## src/rtl/ahb_copy_dma_if.sv

```systemverilog
// AHB-Lite bus bundle between the copy engine (master) and the system fabric (slave).
interface ahb_copy_dma_if;
    logic [31:0] haddr;
    logic [1:0]  htrans;
    logic        hwrite;
    logic [2:0]  hsize;
    logic [2:0]  hburst;
    logic [3:0]  hprot;
    logic [31:0] hwdata;
    logic        hready;
    logic        hresp;
    logic [31:0] hrdata;

    modport master (
        output haddr, htrans, hwrite, hsize, hburst, hprot, hwdata,
        input  hready, hresp, hrdata
    );

    modport slave (
        input  haddr, htrans, hwrite, hsize, hburst, hprot, hwdata,
        output hready, hresp, hrdata
    );
endinterface

```

## src/rtl/ahb_copy_dma.sv

```systemverilog
// Word-by-word memory copy engine on an AHB-Lite master port.
// One SINGLE read followed by one SINGLE write per word; never more than
// one transfer outstanding. An ERROR response aborts the copy.
//
// state  | meaning
// -------+-----------------------------------------------------------
// IDLE   | no copy running; waits for start
// RD_A   | read address phase (NONSEQ, hwrite=0) at current source
// RD_D   | read data phase; captures hrdata into the word buffer
// WR_A   | write address phase (NONSEQ, hwrite=1) at current destination
// WR_D   | write data phase; drives buffer on hwdata, advances pointers
module ahb_copy_dma #(
    parameter int LEN_W = 16
) (
    input  logic             hclk,
    input  logic             hresetn,
    input  logic             start,
    input  logic [31:0]      src_addr,
    input  logic [31:0]      dst_addr,
    input  logic [LEN_W-1:0] len,
    output logic             busy,
    output logic             done,
    output logic             error,
    ahb_copy_dma_if.master   ahb
);

    localparam logic [1:0] HTRANS_IDLE   = 2'b00;
    localparam logic [1:0] HTRANS_NONSEQ = 2'b10;

    typedef enum logic [2:0] {
        S_IDLE,
        S_RD_A,
        S_RD_D,
        S_WR_A,
        S_WR_D
    } state_t;

    state_t           state_q, state_d;
    logic [31:0]      src_q, src_d;
    logic [31:0]      dst_q, dst_d;
    logic [LEN_W-1:0] count_q, count_d;
    logic [31:0]      buf_q, buf_d;
    logic             done_q, done_d;
    logic             error_q, error_d;

    logic [31:0]      haddr_c;
    logic [1:0]       htrans_c;
    logic             hwrite_c;

    // Byte-lane bits of the start addresses are dropped; transfers are word aligned.
    logic unused_addr_lsbs;
    assign unused_addr_lsbs = ^{src_addr[1:0], dst_addr[1:0]};

    // State, pointers, counter, buffer and status flags.
    always_ff @(posedge hclk or negedge hresetn) begin
        if (!hresetn) begin
            state_q <= S_IDLE;
            src_q   <= '0;
            dst_q   <= '0;
            count_q <= '0;
            buf_q   <= '0;
            done_q  <= 1'b0;
            error_q <= 1'b0;
        end else begin
            state_q <= state_d;
            src_q   <= src_d;
            dst_q   <= dst_d;
            count_q <= count_d;
            buf_q   <= buf_d;
            done_q  <= done_d;
            error_q <= error_d;
        end
    end

    // Next-state logic and bus address-phase outputs.
    always_comb begin
        state_d  = state_q;
        src_d    = src_q;
        dst_d    = dst_q;
        count_d  = count_q;
        buf_d    = buf_q;
        done_d   = 1'b0;
        error_d  = error_q;
        haddr_c  = 32'h0;
        htrans_c = HTRANS_IDLE;
        hwrite_c = 1'b0;

        case (state_q)
            S_IDLE: begin
                if (start) begin
                    error_d = 1'b0;
                    src_d   = {src_addr[31:2], 2'b00};
                    dst_d   = {dst_addr[31:2], 2'b00};
                    count_d = len;
                    if (len != '0) begin
                        state_d = S_RD_A;
                    end else begin
                        done_d = 1'b1;
                    end
                end
            end
            S_RD_A: begin
                htrans_c = HTRANS_NONSEQ;
                haddr_c  = src_q;
                if (ahb.hready) begin
                    state_d = S_RD_D;
                end
            end
            S_RD_D: begin
                haddr_c = src_q;
                if (ahb.hready) begin
                    if (ahb.hresp) begin
                        state_d = S_IDLE;
                        error_d = 1'b1;
                        done_d  = 1'b1;
                    end else begin
                        buf_d   = ahb.hrdata;
                        state_d = S_WR_A;
                    end
                end
            end
            S_WR_A: begin
                htrans_c = HTRANS_NONSEQ;
                hwrite_c = 1'b1;
                haddr_c  = dst_q;
                if (ahb.hready) begin
                    state_d = S_WR_D;
                end
            end
            S_WR_D: begin
                haddr_c = dst_q;
                if (ahb.hready) begin
                    if (ahb.hresp) begin
                        state_d = S_IDLE;
                        error_d = 1'b1;
                        done_d  = 1'b1;
                    end else begin
                        // Pointers wrap naturally at 2^32.
                        src_d   = src_q + 32'd4;
                        dst_d   = dst_q + 32'd4;
                        count_d = count_q - LEN_W'(1);
                        if (count_q == LEN_W'(1)) begin
                            state_d = S_IDLE;
                            done_d  = 1'b1;
                        end else begin
                            state_d = S_RD_A;
                        end
                    end
                end
            end
            default: begin
                state_d = S_IDLE;
            end
        endcase
    end

    assign ahb.haddr  = haddr_c;
    assign ahb.htrans = htrans_c;
    assign ahb.hwrite = hwrite_c;
    assign ahb.hsize  = 3'b010;
    assign ahb.hburst = 3'b000;
    assign ahb.hprot  = 4'b0011;
    assign ahb.hwdata = buf_q;

    assign busy  = (state_q != S_IDLE);
    assign done  = done_q;
    assign error = error_q;

endmodule
```

## src/flat_wrapper.sv

```systemverilog
// flat-port wrapper written by rule: the top's interface ports become plain ports
module ahb_copy_dma_flat 
#(
    parameter int LEN_W = 16
)
  (hclk, hresetn, start, src_addr, dst_addr, len, busy, done, error, ahb_haddr, ahb_htrans, ahb_hwrite, ahb_hsize, ahb_hburst, ahb_hprot, ahb_hwdata, ahb_hready, ahb_hresp, ahb_hrdata);
  ahb_copy_dma_if ahb_i ();
  input  logic hclk;
  input  logic hresetn;
  input  logic start;
  input  logic [31:0] src_addr;
  input  logic [31:0] dst_addr;
  input  logic [LEN_W-1:0] len;
  output logic busy;
  output logic done;
  output logic error;
  output wire logic [$bits(ahb_i.haddr)-1:0] ahb_haddr;
  output wire logic [$bits(ahb_i.htrans)-1:0] ahb_htrans;
  output wire logic [$bits(ahb_i.hwrite)-1:0] ahb_hwrite;
  output wire logic [$bits(ahb_i.hsize)-1:0] ahb_hsize;
  output wire logic [$bits(ahb_i.hburst)-1:0] ahb_hburst;
  output wire logic [$bits(ahb_i.hprot)-1:0] ahb_hprot;
  output wire logic [$bits(ahb_i.hwdata)-1:0] ahb_hwdata;
  input wire logic [$bits(ahb_i.hready)-1:0] ahb_hready;
  input wire logic [$bits(ahb_i.hresp)-1:0] ahb_hresp;
  input wire logic [$bits(ahb_i.hrdata)-1:0] ahb_hrdata;
  assign ahb_haddr = ahb_i.haddr;
  assign ahb_htrans = ahb_i.htrans;
  assign ahb_hwrite = ahb_i.hwrite;
  assign ahb_hsize = ahb_i.hsize;
  assign ahb_hburst = ahb_i.hburst;
  assign ahb_hprot = ahb_i.hprot;
  assign ahb_hwdata = ahb_i.hwdata;
  assign ahb_i.hready = ahb_hready;
  assign ahb_i.hresp = ahb_hresp;
  assign ahb_i.hrdata = ahb_hrdata;
  ahb_copy_dma #(.LEN_W(LEN_W)) u_core (.hclk(hclk), .hresetn(hresetn), .start(start), .src_addr(src_addr), .dst_addr(dst_addr), .len(len), .busy(busy), .done(done), .error(error), .ahb(ahb_i));
endmodule
```

## config.mk

```make
export PLATFORM = sky130hd
export DESIGN_NAME = ahb_copy_dma_flat
export DESIGN_NICKNAME = d
export VERILOG_FILES = /design/src/rtl/ahb_copy_dma_if.sv /design/src/rtl/ahb_copy_dma.sv /design/src/flat_wrapper.sv
export SDC_FILE = /design/constraint.sdc
export NUM_CORES = 1
export LEC_CHECK = 0
export CAP_MARGIN = 20
export CORE_MARGIN = 5
export CORE_UTILIZATION = 44
export CTS_BUF_LIST = sky130_fd_sc_hd__clkbuf_16
export CTS_CLUSTER_DIAMETER = 100
export DETAILED_ROUTE_END_ITERATION = 8
export PLACE_DENSITY = 0.75
export SYNTH_ARGS = -nofsm -noshare
export SYNTH_HDL_FRONTEND = slang
export SYNTH_SLANG_ARGS = --single-unit
export TNS_END_PERCENT = 5
```

## constraint.sdc

```tcl
create_clock -name hclk -period 2 [get_ports hclk]
set_input_delay 0.2 -clock hclk [delete_from_list [all_inputs] [get_ports hclk]]
set_output_delay 0.2 -clock hclk [all_outputs]
set_load 0.02 [all_outputs]
```

==> metrics.csv, run 1 <==
stage,metric,value,unit
setup_path,r2r-end,u_core.dst_q[27]$_DFFE_PN0P_,
synthesis,synth_edf_count,0,
setup_path,r2r_start,u_core.dst_q[2]$_DFFE_PN0P_,
timing,finalHoldViolations,0,
grt,overflow,0,
power_and_ir_drop,switching_power,7.14,mW
timing,rsz0062_at_grt,yes,
power_and_ir_drop,ir_drop,0.857,mV
job,maxCapViolCount,0,
synthesis,muxShareOfSynthArea,0.0585,
clock_tree,clk-insertion-delay-late,420,ps
clock_tree,clock-sinks,113,
power_and_ir_drop,seqPwrFrac,0.268,
cells_and_area,syn2layout_area_growth,47.6,%
place,gp_congestion,0.884,
power_and_ir_drop,clock_power_share,0.157,
grt,antenna_found_initial,1,
power_and_ir_drop,power,16.9,mW
setup_path,rr_worst_depth,6,
min_path,hold_path_class,input port to asynchronous set/reset pin,
drt,drt_wl_total,23400,µm
grt,grt_pass1_wl,36400,µm
timing,min_period,2010,ps
timing,holdWs,324,ps
setup_path,end_kind,output port,
synthesis,synth_xor_xnor_area_share,0.00256,
floorplan,die_area,0.0181,mm²
place,placedInstanceArea,0.00934,mm²
power_and_ir_drop,netSwitchingFraction,0.422,
timing,worstMarginPinSlew,558,ps
cells_and_area,final_nets,1132,
drt,wl_per_cell,19.4,µm
clock_tree,clk_pin_slew,60,ps
clock_tree,clock_path_buffers,2,
floorplan,start_util,0.450,
synthesis,synth_top_area_share,0.413,
timing,slew_headroom,0.628,
synthesis,synth_area_leaders,"dfrtp_1, mux2_2, a21oi_1",
timing,fin_crit_sh,1.01,
drt,vias_per_cell,6.07,
floorplan,ioPinCount,197,
setup_path,reg2reg_slack,20,ps
timing,finalMaxSlewViolations,0,
synthesis,synth_common_cells,"dfrtp_1, a21oi_1, nand2_1, o21ai_0, clkbuf_1",
clock_tree,cts_tree,done,
grt,grt_pass1_vias,6941,
setup_path,cp-start-kind,register,
synthesis,ys_ff_latch,113,
synthesis,synth_warnings,0,
timing,fmax,0.497,GHz
cells_and_area,drive_gt1_frac,0.227,
synthesis,yosysMostFrequentCell,dfrtp_1,
synthesis,synth-compound-area-share,0.243,
synthesis,syn_area,0.00684,mm²
cells_and_area,fillCellCount,1230,
synthesis,synthAdderAreaFrac,0.00732,
floorplan,rows,45,
run_status,outcome,finished with violations,
timing,worst_slack,-11.6,ps
power_and_ir_drop,p_per_area,1680,mW/mm²
setup_path,cp.arrival,1810,ps
cells_and_area,utilization,0.664,
clock_tree,numCtsBuffers,17,
clock_tree,root_buffer,clkbuf_16,
drt,drt_pre_antenna_iters,5,
synthesis,post_synth.cell_area_avg,8.83,µm²
synthesis,ys.flop_type,dfrtp_1,
setup_path,crit_type,register to output port,
synthesis,synthArstFlopShare,1.00,
drt,ant_nets,0,
grt,grt.total_usage,0.251,
floorplan,die_h,135,µm
run_status,failed_checks,negative setup slack,
timing,setup_violations,4,
grt,grt_max_degree,44,
drt,via_count,7346,
timing,fin_skew,9.54,ps
synthesis,ys_seq_area_frac,0.413,
setup_path,critPathRequiredTime,1800,ps
synthesis,synth_cell_types,64,
drt,initialDrtViolationCount,692,
place,dpl.hpwl,16700,µm
power_and_ir_drop,p_int,9.78,mW
place,port_buffers,179,
power_and_ir_drop,p_leak,4.16,nW
floorplan,die_x,135,µm
power_and_ir_drop,combPwrFrac,0.575,
floorplan,fp.coreArea,0.0152,mm²
synthesis,synth_simple_gate_area_frac,0.207,
clock_tree,h-tree-depth,4,
synthesis,yosysTopAreaCell,dfrtp_1,
synthesis,synth_top_family_by_area,compound AO/OA/AOI/OAI gates,
cells_and_area,final_area,0.0101,mm²
setup_path,crit_path_max_fanout,15,
drt,drc,0,
synthesis,synthCells,775,
-- final cells by class --
cell class | count | area [µm²] | area share
Tap cell | 188 | 235 | 0.0233
Sequential cell | 113 | 2830 | 0.280
Inverter | 10 | 37.5 | 0.00372
Clock buffer | 17 | 425 | 0.0421
Antenna cell | 1 | 2.50 | 0.000248
Timing Repair Buffer | 287 | 2760 | 0.274
Multi-Input combinational cell | 582 | 3720 | 0.369
Clock inverter | 12 | 78.8 | 0.00781
-- routing by layer --
metal | up-vias | part of all wire | global-route usage | wire length, µm
met5 | - | 0 | 0 | 0
met4 | 0 | 0.035 | 0.0933 | 818
met3 | 67 | 0.084 | 0.0626 | 1960
met2 | 378 | 0.50 | 0.414 | 11600
met1 | 3512 | 0.39 | 0.320 | 9050
li1 | 3389 | - | - | -
-- cell usage in the layout, fill, tap and decap left out, types with 8 or more instances in the layout --
cell               n
o21ai_0           51
nor3_1            30
nand3_1           31
inv_1             11
buf_6             19
o22ai_1           21
a31oi_1           13
buf_12             9
mux2_2            32
nor2_1            39
a2bb2oi_1         10
nor4_1             9
nand2_1           64
conb_1            13
nand4_1           22
a22o_1            29
a311oi_1           8
a21oi_1           70
buf_4            107
dfrtp_1          110
a211oi_1          10
or3_1             12
clkdlybuf4s50_1  146
and3_1            14
clkbuf_16         18
-- what timing repair did --
| action | 4_1_cts | 5_1_grt |
|---|---|---|
| pin swaps | 8 | 15 |
| hold buffers | 1 | 0 |
| resized for setup | 150 | 54 |
| hold endpoints to repair | 35 | 0 |
| gates cloned | 2 | 1 |
| setup endpoints to repair | 34 | 54 |
| setup buffers | 3 | 3 |
-- through the flow --
stage | TNS [ps] | setup WS, ps | instances
after floorplan | 0 | 36.6 | 786
after global placement | -1030 | -116 | 1170
after detailed placement | -2200 | -161 | 1170
after CTS | -124 | -86.0 | 1205
after global routing | -849 | -63.2 | 1210
final | -33.6 | -11.6 | 1210
-- cell families (layout without fill, tap and decap cells) --
logic type,count (synthesis),after routing
flip-flops,113,113
AND/OR/NAND/NOR,271,271
AO/OA/AOI/OAI,256,256
multiplexers,36,36
adder cells (fa/ha/maj),4,4
XOR/XNOR,2,2
other,2,14
buffers and inverters,91,326
-- how the worst max path moves through the flow --
| stage | from | endpoint | slack (ps) |
|---|---|---|---|
| 4_1_cts | u_core.state_q[0]$_DFFE_PN0P_ | ahb_haddr[27] | -90 |
| 6_report | u_core.state_q[0]$_DFFE_PN0P_ | ahb_haddr[20] | -10 |
| 3_5_place_dp | start | u_core.src_q[30]$_DFFE_PN0P_ | -160 |
| 2_1_floorplan | u_core.count_q[9]$_DFFE_PN0P_ | u_core.count_q[15]$_DFFE_PN0P_ | 40 |
| 5_1_grt | u_core.state_q[0]$_DFFE_PN0P_ | ahb_haddr[18] | -60 |
| 3_3_place_gp | start | u_core.src_q[30]$_DFFE_PN0P_ | -120 |
-- worst max-delay path, cell delays in order, from the launching register on --
cell and delay, ps:
dfrtp_2 450, nor2_4 150, nand2_4 90, o21ai_4 90, buf_12 150, buf_16 150
a22o_1 190, buf_6 130
-- registers in the layout (all words and copies together), names as in the netlist --
name               count
u_core.ahb.hwdata     32
u_core.dst_q          30
u_core.src_q          30
u_core.count_q        16
u_core.state_q         3
u_core.done            1
u_core.error           1
-- power groups by stage --
stage / clock network (mW) / logic, mW / registers [mW]
final: 2.66 / 9.73 / 4.54
after global routing: 2.79 / 10.4 / 4.70
after CTS: 2.69 / 9.19 / 4.46
after detailed placement: 0 / 9.20 / 4.48
after global placement: 0 / 9.06 / 4.44
after floorplan: 0 / 4.75 / 4.63
Note: power is estimated with default switching activity, not from simulation.
==> run 2, diff against run 1 <==
Settings changed: PLACE_DENSITY 0.75 to 0.78.
==> run 2 against run 1 <==
Effect of this change: the flow still finishes with violations (negative setup slack); global-route usage is 0.30 points higher; largest cell class unchanged; final cell count is 0.58% lower; routed wire length is 0.32% higher; total power is 1.0% lower; flip-flop and latch count stayed put; sequential power hardly changed; clock power is 4% lower.
==> metrics.csv, run 2 (synthesis results as in run 1) <==
stage,metric,value,unit
run_status,outcome,finished with violations,
run_status,failed_checks,negative setup slack,
floorplan,die_h,135,µm
cells_and_area,drive_gt1_frac,0.220,
setup_path,end_kind,output port,
grt,overflow,0,
cells_and_area,largest_reg_flops,32,
cells_and_area,mostFrequentLayoutCell,clkdlybuf4s50_1,
drt,drt_pre_antenna_iters,6,
cells_and_area,diodes,0,
drt,initialDrtViolationCount,672,
timing,worst_slack,-11.7,ps
clock_tree,clk-insertion-delay-late,420,ps
drt,via_count,7314,
setup_path,path_buf_inv,4,
clock_tree,cts_tree,done,
floorplan,die_area,0.0181,mm²
clock_tree,clk_pin_slew,50,ps
grt,grt_max_degree,114,
drt,ant_nets,0,
setup_path,cp-start-kind,register,
setup_path,slowest_delay,460,ps
job,maxCapViolCount,0,
setup_path,cp_top_family,buffers and inverters,
setup_path,crit_path_max_fanout,7,
place,gp_congestion,0.887,
timing,fmax,0.497,GHz
place,dpl.hpwl,16700,µm
timing,rsz0062_at_grt,yes,
drt,drc,0,
timing,min_period,2010,ps
timing,fin_crit_sh,1.01,
setup_path,critPathRequiredTime,1800,ps
grt,grt_pass1_vias,6964,
timing,slew_headroom,0.560,
floorplan,ioPinCount,197,
setup_path,crit_type,register to output port,
cells_and_area,fillCellCount,1230,
clock_tree,root_buffer,clkbuf_16,
cells_and_area,final_nets,1125,
timing,finalHoldViolations,0,
place,dp_cells,1165,
drt,vias_per_cell,6.08,
cells_and_area,regArea,0.00283,mm²
cells_and_area,syn2layout_area_growth,46.0,%
cells_and_area,multiInputGateArea,0.00374,mm²
floorplan,start_util,0.450,
grt,antenna_found_initial,0,
timing,worstMarginPinSlew,660,ps
clock_tree,h-tree-depth,4,
grt,grt_pass1_wl,37100,µm
setup_path,slowest_stage,dfrtp_2,
floorplan,die_x,135,µm
drt,wl_per_cell,19.5,µm
place,port_buffers,179,
power_and_ir_drop,ir_drop,0.830,mV
drt,drt_wl_total,23500,µm
min_path,hold_path_class,input port to register,
timing,fin_skew,6.28,ps
cells_and_area,layout.cells.non_filler,1203,
timing,final.setup.tns,-20.4,ps
grt,grt.total_usage,0.254,
setup_path,worstPathCellList,"buf_6, o21ai_4, buf_6, buf_16, a22o_1, buf_6",
setup_path,cpMostUsedCell,buf_6,
timing,finalMaxSlewViolations,0,
power_and_ir_drop,p_leak,4.12,nW
clock_tree,clock-sinks,113,
setup_path,cp.arrival,1810,ps
floorplan,fp.coreArea,0.0152,mm²
power_and_ir_drop,p_per_area,1680,mW/mm²
floorplan,rows,45,
clock_tree,numCtsBuffers,17,
timing,setup_violations,2,
clock_tree,clock_path_buffers,2,
cells_and_area,final_cell_mix,"clkdlybuf4s50_1, dfrtp_1, buf_4",
## run 2: cell count changes in the layout (fill, tap and decap cells not counted), moves of 2 or more
cell,previous run,this run
nand3_1,31,33
a22o_1,29,27
nor2_1,39,41
buf_4,107,99
a22o_4,1,3
nand3_2,3,1
buf_2,1,3
buf_6,19,21
## run 2: path summary, 6_finish.rpt
| kind | start | slack [ps] | cells after the start | end |
|---|---|---|---|---|
| setup / recovery | u_core.state_q[2]$_DFFE_PN0P_ | -10 | 6 | ahb_haddr[18] |
| hold / removal | dst_addr[3] | 340 | 3 | u_core.dst_q[3]$_DFFE_PN0P_ |
| setup reg to reg | u_core.dst_q[13]$_DFFE_PN0P_ | 30 | 5 | u_core.dst_q[31]$_DFFE_PN0P_ |
| hold reg to reg | u_core.count_q[3]$_DFFE_PN0P_ | 480 | 2 | u_core.count_q[3]$_DFFE_PN0P_ |
| max in group asynchronous | hresetn | 1060 | 3 | u_core.dst_q[2]$_DFFE_PN0P_ |
| min in group asynchronous | hresetn | 400 | 3 | u_core.ahb.hwdata[29]$_DFFE_PN0P_ |
## run 2: cell type report
type / instances / share of cell area
inverters: 10 / 0.00376
multi-input cells: 582 / 0.374
well taps: 188 / 0.0236
clock inverters: 13 / 0.00576
repair buffers: 280 / 0.267
flip-flops and latches: 113 / 0.284
clock buffers: 17 / 0.0426
## run 2: routing by layer
layer / global-route usage / vias up / routed length [µm]
met5: 0 / - / 0
met4: 0.0888 / 0 / 673
met3: 0.0600 / 48 / 1820
met2: 0.423 / 324 / 11900
met1: 0.325 / 3573 / 9070
li1: - / 3369 / -
## run 2: timing repair
item / CTS / global route
setup buffers: 4 / 3
endpoints found under the setup margin: 38 / 49
hold buffers: 1 / 0
gates resized for setup: 147 / 55
endpoints found under the hold margin: 113 / 0
pin swaps: 4 / 19
gates cloned: 2 / 0
## run 2: where the power goes
part	internal (mW)	leakage (nW)	switching [mW]
logic	4.64	2.55	5.01
registers	3.43	1.32	1.11
clock network	1.52	0.254	1.05
total	9.59	4.12	7.16
## run 2: per-stage QoR
step | util | hold slack (ps) | setup WS [ps] | instance area (µm²) | total power, mW
finish | 0.657 | 342 | -11.7 | 9990 | 16.8
global route | 0.657 | 347 | -60.4 | 9990 | 17.7
floorplan | - | -95.6 | 36.6 | 6880 | 9.38
CTS | 0.645 | 333 | -25.1 | 9810 | 16.2
detailed placement | 0.613 | 348 | -283 | 9320 | 13.7
global placement | 0.613 | 345 | -200 | 9320 | 13.5
## run 2: worst min-delay path: stages
cell and delay, ps:
clkdlybuf4s50_1 390, nand2_1 60, a31oi_1 70
